File: src/rtl/noc_traffic_sequencer.sv
// Run controller for the NoC traffic bench: staggered PE enable ramp, completion and drain
// detection, global run statistics. Optional watchdog is compiled in by NOC_SEQ_WATCHDOG_EN.
module noc_traffic_sequencer #(
    parameter int X           = 4,
    parameter int Y           = 4,
    parameter int STAGGER     = 2,
    parameter int DRAIN_QUIET = 16,
    parameter int TIMEOUT     = 100000
) (
    input  logic             clk,
    input  logic             rst,
    input  logic             i_go,
    input  logic [X*Y-1:0]   i_pe_done,
    input  logic [X*Y-1:0]   i_pe_rx_valid,
    output logic             o_start,
    output logic [X*Y-1:0]   o_enable_send,
    output logic             o_busy,
    output logic             o_finished,
    output logic             o_timeout,
    output logic [31:0]      o_cycle_count,
    output logic [31:0]      o_rx_total
);
    localparam int N  = X * Y;
    localparam int IW = (N > 1) ? $clog2(N) : 1;
    localparam int SW = (STAGGER > 1) ? $clog2(STAGGER) : 1;
    localparam int QW = $clog2(DRAIN_QUIET + 1);
    localparam bit ALL_AT_ONCE = (STAGGER == 0) || (N == 1);

    typedef enum logic [2:0] {
        ST_IDLE   = 3'd0,
        ST_RAMP   = 3'd1,
        ST_RUN    = 3'd2,
        ST_DRAIN  = 3'd3,
        ST_REPORT = 3'd4,
        ST_DONE   = 3'd5
    } state_t;

    state_t        state_r, state_next_s;
    logic [IW-1:0] pe_idx_r, pe_idx_s;
    logic [SW-1:0] stag_cnt_r, stag_cnt_s;
    logic [QW-1:0] quiet_cnt_r, quiet_cnt_s;
    logic          start_s, busy_s, finished_s, timeout_s;
    logic [N-1:0]  enable_s;
    logic [31:0]   cycle_count_s, rx_total_s;
    logic          run_phase_s, wd_hit_s, stag_last_s, rx_any_s, quiet_last_s;
    logic [32:0]   rx_sum_s;

    function automatic logic [31:0] popcount(input logic [N-1:0] v);
        logic [31:0] c;
        c = 32'd0;
        for (int i = 0; i < N; i++) begin
            c = c + {31'd0, v[i]};
        end
        return c;
    endfunction

    assign run_phase_s  = (state_r == ST_RAMP) || (state_r == ST_RUN) || (state_r == ST_DRAIN);
    assign stag_last_s  = (stag_cnt_r == SW'(STAGGER - 1));
    assign quiet_last_s = (quiet_cnt_r == QW'(DRAIN_QUIET - 1));
    assign rx_any_s     = |i_pe_rx_valid;
    assign rx_sum_s     = {1'b0, o_rx_total} + {1'b0, popcount(i_pe_rx_valid)};

`ifdef NOC_SEQ_WATCHDOG_EN
    assign wd_hit_s = run_phase_s && (o_cycle_count == 32'(TIMEOUT - 1));
`else
    // Watchdog compiled out: constant-false, parameter still referenced.
    assign wd_hit_s = (TIMEOUT < 0);
`endif

    // State register.
    always_ff @(posedge clk or posedge rst) begin
        if (rst) begin
            state_r <= ST_IDLE;
        end else begin
            state_r <= state_next_s;
        end
    end

    // Next-state logic; the watchdog pre-empts every other busy-phase transition.
    always_comb begin
        state_next_s = state_r;
        case (state_r)
            ST_IDLE, ST_DONE: begin
                if (i_go) begin
                    state_next_s = ALL_AT_ONCE ? ST_RUN : ST_RAMP;
                end else begin
                    state_next_s = state_r;
                end
            end
            ST_RAMP: begin
                if (wd_hit_s) begin
                    state_next_s = ST_REPORT;
                end else if (stag_last_s && (pe_idx_r == IW'(N - 1))) begin
                    state_next_s = ST_RUN;
                end else begin
                    state_next_s = ST_RAMP;
                end
            end
            ST_RUN: begin
                if (wd_hit_s) begin
                    state_next_s = ST_REPORT;
                end else if (&i_pe_done) begin
                    state_next_s = ST_DRAIN;
                end else begin
                    state_next_s = ST_RUN;
                end
            end
            ST_DRAIN: begin
                if (wd_hit_s || (!rx_any_s && quiet_last_s)) begin
                    state_next_s = ST_REPORT;
                end else begin
                    state_next_s = ST_DRAIN;
                end
            end
            ST_REPORT: state_next_s = ST_DONE;
            default:   state_next_s = ST_IDLE;
        endcase
    end

    // Next values of the registered outputs and run counters.
    always_comb begin
        start_s     = o_start;
        enable_s    = o_enable_send;
        timeout_s   = o_timeout;
        pe_idx_s    = pe_idx_r;
        stag_cnt_s  = stag_cnt_r;
        quiet_cnt_s = quiet_cnt_r;
        if (run_phase_s) begin
            rx_total_s    = rx_sum_s[32] ? 32'hFFFF_FFFF : rx_sum_s[31:0];
            cycle_count_s = wd_hit_s ? o_cycle_count : o_cycle_count + 32'd1;
        end else begin
            rx_total_s    = o_rx_total;
            cycle_count_s = o_cycle_count;
        end
        case (state_r)
            ST_IDLE, ST_DONE: begin
                if (i_go) begin
                    start_s       = 1'b1;
                    enable_s      = ALL_AT_ONCE ? {N{1'b1}} : N'(1'b1);
                    pe_idx_s      = IW'(1);
                    stag_cnt_s    = {SW{1'b0}};
                    cycle_count_s = 32'd0;
                    rx_total_s    = 32'd0;
                    timeout_s     = 1'b0;
                end else begin
                    start_s = o_start;
                end
            end
            ST_RAMP: begin
                if (stag_last_s) begin
                    enable_s[pe_idx_r] = 1'b1;
                    pe_idx_s           = pe_idx_r + IW'(1);
                    stag_cnt_s         = {SW{1'b0}};
                end else begin
                    stag_cnt_s = stag_cnt_r + SW'(1);
                end
            end
            ST_RUN:   quiet_cnt_s = {QW{1'b0}};
            ST_DRAIN: begin
                if (rx_any_s) begin
                    quiet_cnt_s = {QW{1'b0}};
                end else begin
                    quiet_cnt_s = quiet_cnt_r + QW'(1);
                end
            end
            default:  quiet_cnt_s = quiet_cnt_r;
        endcase
        if (state_next_s == ST_REPORT) begin
            start_s   = 1'b0;
            enable_s  = {N{1'b0}};
            timeout_s = o_timeout | wd_hit_s;
        end else begin
            timeout_s = timeout_s;
        end
        busy_s     = (state_next_s == ST_RAMP) || (state_next_s == ST_RUN) ||
                     (state_next_s == ST_DRAIN) || (state_next_s == ST_REPORT);
        finished_s = (state_next_s == ST_DONE);
    end

    // Output and counter registers.
    always_ff @(posedge clk or posedge rst) begin
        if (rst) begin
            o_start       <= 1'b0;
            o_enable_send <= {N{1'b0}};
            o_busy        <= 1'b0;
            o_finished    <= 1'b0;
            o_timeout     <= 1'b0;
            o_cycle_count <= 32'd0;
            o_rx_total    <= 32'd0;
            pe_idx_r      <= {IW{1'b0}};
            stag_cnt_r    <= {SW{1'b0}};
            quiet_cnt_r   <= {QW{1'b0}};
        end else begin
            o_start       <= start_s;
            o_enable_send <= enable_s;
            o_busy        <= busy_s;
            o_finished    <= finished_s;
            o_timeout     <= timeout_s;
            o_cycle_count <= cycle_count_s;
            o_rx_total    <= rx_total_s;
            pe_idx_r      <= pe_idx_s;
            stag_cnt_r    <= stag_cnt_s;
            quiet_cnt_r   <= quiet_cnt_s;
        end
    end

endmodule

File: config.mk
export PLATFORM = sky130hd
export DESIGN_NAME = noc_traffic_sequencer
export DESIGN_NICKNAME = d
export VERILOG_FILES = /design/src/rtl/noc_traffic_sequencer.sv
export SDC_FILE = /design/constraint.sdc
export NUM_CORES = 1
export LEC_CHECK = 0
export ABC_AREA = 1
export CORE_MARGIN = 8
export CORE_UTILIZATION = 27
export DETAILED_ROUTE_END_ITERATION = 10
export PLACE_DENSITY = 0.52
export REMOVE_ABC_BUFFERS = 1
export SETUP_SLACK_MARGIN = 0.5
export SYNTH_ARGS = -nofsm -noshare
export SYNTH_HDL_FRONTEND = slang
export SYNTH_SLANG_ARGS = --single-unit
File: constraint.sdc
create_clock -name clk -period 4.85 [get_ports clk]
set_clock_uncertainty 0.15 [all_clocks]
set_input_delay 0.7275 -clock clk [delete_from_list [all_inputs] [get_ports clk]]
set_output_delay 0.7275 -clock clk [all_outputs]
set_load 0.005 [all_outputs]
==> out/qor.yml <==
route:
  routedWlPerCell_um: 14.8
  vias: 5819
  drt_iter0_drc: 336
  drtPass1Iterations: 5
  drc: 0
  wirelength_mm: 18.7
  antenna_left: 0
  viasPerCell: 4.59
global_routing:
  met3_usage_pct: 4.02
  gr-total-overflow: 0
  busiest_layer: "met2"
  grt_pass1_vias: 5837
  antenna_found_initial: 0
  grt_use_total_pct: 13.8
  grtUsageMet2_pct: 22.2
  met1_usage_pct: 17.8
  grt_max_degree: 60
  grt_pass1_wl_mm: 31.1
synth:
  synth_compound_area_share_pct: 8.45
  yosysTopAreaCell: "dfrtp_1"
  synth_area_leaders: "dfrtp_1 (40%), nand2_1 (12%), inv_1 (8.2%)"
  synth_xor_xnor_area_share_pct: 2.31
  synth_fa_ha_area_share_pct: 7.27
  yosysTopAreaCellShare_pct: 39.7
  yosysWarnings: 0
  synthSimpleGateAreaFrac_pct: 32.0
  synthMuxAreaShare_pct: 0
  yosysUniqueCellTypes: 37
  synth_top_family_by_area: "simple AND/OR/NAND/NOR gates"
  yosys_register_bits: 96
  synthCells: 831
  syn-cell-area_um2: 6060
  synth-seq-area-share_pct: 39.7
  avgSynthCellArea_um2: 7.29
worst_setup_path:
  worst_setup_path_start_kind: "input pin"
  cp.arrival_ns: 4.55
  end_kind: "flip-flop"
  worstReg2RegStart: "o_rx_total[0]"
  r2r_slack_ns: 1.00
  crit_buf_inv: 6
  slowest_delay_ns: 0.55
  cp_cell_sequence: "buf_6, fa_1, inv_2, fa_1, fa_1, fa_1, fa_2, inv_2, fa_2, nand3_2, nand3_2, nand2_1, nand2_2, nand2_4, nor2_4, clkinv_4, buf_6, buf_6, a21oi_2"
  reg2reg_depth: 17
  critical_path_class: "in2reg"
  r2r-end: "o_rx_total[5]"
  crit_required_ns: 4.97
  crit_path_max_fanout: 6
  crit_top_cell: "fa_1"
  startpoint: "i_pe_rx_valid[0]"
  slowest_stage: "fa_1"
  crit_family: "adder cells"
timing:
  worst_slew_pin_slew_ns: 0.890
  post-route-period-util_pct: 91.3
  hold_viol: 0
  max_freq_mhz: 226
  rsz0062_at_grt: "true"
  finalSetupViolations: 0
  worst_slack_ns: 0.421
  maxSlewHeadroom_pct: 40.5
  final_max_slew_viol_count: 0
  fin_crit_ns: 4.43
worst_hold_path:
  hold_path.class: "reg2reg"
  holdPathEnd: "quiet_cnt_r[4]"
  hold_depth: 2
  min_from: "quiet_cnt_r[4]"
place:
  gp_congestion: 0.862
  placedCellCount: 1241
  place_ws_ns: -0.327
  port_buffers: 117
  dpl.hpwl_mm: 13.8
cells_and_area:
  diodes: 0
  n_fill_cell: 2330
  instances_no_fill: 1267
  fin_nets: 1040
  final_util_pct: 36.9
  area.growth.synth_to_final_pct: 36.4
  drive_gt1_share_pct: 13.0
floorplan:
  placementRows: 55
  ios: 119
  initial_utilization_pct: 27.1
  die_y_um: 166
  dieArea_um2: 27500
  core_um2: 22400
  die_w_um: 166
power:
  ir_drop_uv: 264
  powerDensity_nw_per_um2: 441
  p_leak_nw: 4.00
  finalPower_mw: 3.64
job:
  drv_cap: 0
clock_network:
  path_clk_slew_ns: 0.08
  cts_buffers: 9
  clockBufferDepth: 2
  cts.sinks: 96
  cts_tree: "yes"
  cts_root_buffer: "clkbuf_16"
  clkLatencyLatePin_ns: 0.36
  cts_hold_buf: 0
  h-tree-depth: 3
outcome:
  outcome: "finished, final reports clean"
-- worst register-to-register path, delay by kind of cell (launching register included) --
kind                       cells  cell delay, ns
adders and majority gates      5            2.04
and+or+nand+nor                6            0.57
buffers and inverters          5            0.53
DFF                            1            0.38
AOI/OAI and AO/OA              1            0.11
-- per-layer routing --
layer  vias to the layer above  share of wire (%)
met3                        14                5.9
li1                       2954                  -
met1                      2710                 47
met2                       141                 46
met5                         -                  0
met4                         0                1.0
-- what timing repair did --
item	4_1_cts	5_1_grt
gates cloned	1	0
hold endpoints to repair	0	0
resized for setup	83	19
buffers inserted	7	2
setup endpoints to repair	32	32
pin swaps	29	17
-- cell type report --
cell class	instances	area [µm²]	share of cell area (%)
Clock inverter	7	78.8	0.954
Tap cell	285	357	4.32
Sequential cell	96	2400	29.1
Clock buffer	9	225	2.73
Multi-Input combinational cell	581	3210	38.8
Timing Repair Buffer	150	1460	17.7
Inverter	139	529	6.41
-- synth_stat cells --
master / number
o21a_1: 1
nor3_1: 31
nor3_2: 2
nand3b_1: 4
o211a_1: 1
inv_2: 6
nand2_1: 186
nor2_2: 7
buf_4: 5
xnor2_1: 4
conb_1: 1
nand4_1: 25
a211oi_1: 1
nand3_2: 1
dfrtp_1: 96
inv_1: 133
o21ai_0: 35
nor4_1: 2
a21oi_1: 33
nand2_2: 6
o21bai_1: 1
xor2_1: 12
o21ai_1: 5
and2_1: 1
nor2_4: 2
o31ai_1: 1
ha_1: 16
or2_2: 1
buf_2: 8
nand3_1: 56
nor3b_1: 3
and3_1: 2
nor2_1: 111
a31oi_1: 17
or2_0: 1
fa_1: 12
buf_6: 2
-- state kept, by name, summed over array words and instances, names as in the netlist --
register / cells
o_rx_total: 32
o_cycle_count: 32
o_enable_send: 16
quiet_cnt_r: 5
stag_cnt_r: 1
o_finished: 1
pe_idx_r: 4
state_r: 3
o_busy: 1
o_start: 1
-- power breakdown --
group | internal, mW | switching (mW) | leakage, nW
clock | 0.371 | 0.371 | 0.151
sequential | 0.965 | 0.151 | 1.28
combinational | 0.813 | 0.971 | 2.57
-- metrics by stage --
stage	hold slack [ns]	TNS (ns)	instance area, µm²
6_report	0.337	0	8260
3_5_place_dp	0.323	-9.03	7670
3_3_place_gp	0.327	-8.14	7670
5_1_grt	0.373	0	8260
2_1_floorplan	0.303	0	5960
4_1_cts	0.344	0	8200
-- cells by family after synthesis --
kind of cell | after synthesis
adders and majority gates | 28
other | 1
DFF | 96
AOI/OAI and AO/OA | 95
xor gates and xnor gates | 16
and+or+nand+nor | 441
buffers and inverters | 154
-- layout by cell type, fill, tap and decap left out, types with 3 or more instances in the layout --
master           netlist  final
buf_2                  8      6
xor2_1                12     12
clkdlybuf4s50_1        0    108
xnor2_1                4      4
nor3_2                 2      3
nor3b_1                3      3
nand4_1               25     25
inv_1                133    125
nor3_1                31     30
fa_1                  12     10
nand3_2                1     20
buf_4                  5     20
a21oi_2                0      4
nand2_1              186    180
nand2_2                6     11
nand3b_1               4      4
inv_8                  0      4
inv_2                  6     12
clkbuf_16              0      9
a31oi_1               17     17
a21oi_1               33     29
o21ai_1                5      8
ha_1                  16     16
nor2_1               111    109
nor2_2                 7      9
o21ai_0               35     31
dfrtp_1               96     96
nand3_1               56     35
buf_6                  2     13
-- worst max path at each step --
| stage | to | slack (ns) | cells after the start |
|---|---|---|---|
| floorplan | o_rx_total[10] | 0.23 | 18 |
| global placement | o_rx_total[24] | -0.31 | 19 |
| detailed placement | o_rx_total[11] | -0.33 | 20 |
| CTS | o_rx_total[5] | 0.40 | 19 |
| global route | o_rx_total[5] | 0.26 | 19 |
| finish | o_rx_total[5] | 0.42 | 19 |
(Power assumes the default switching activity.)
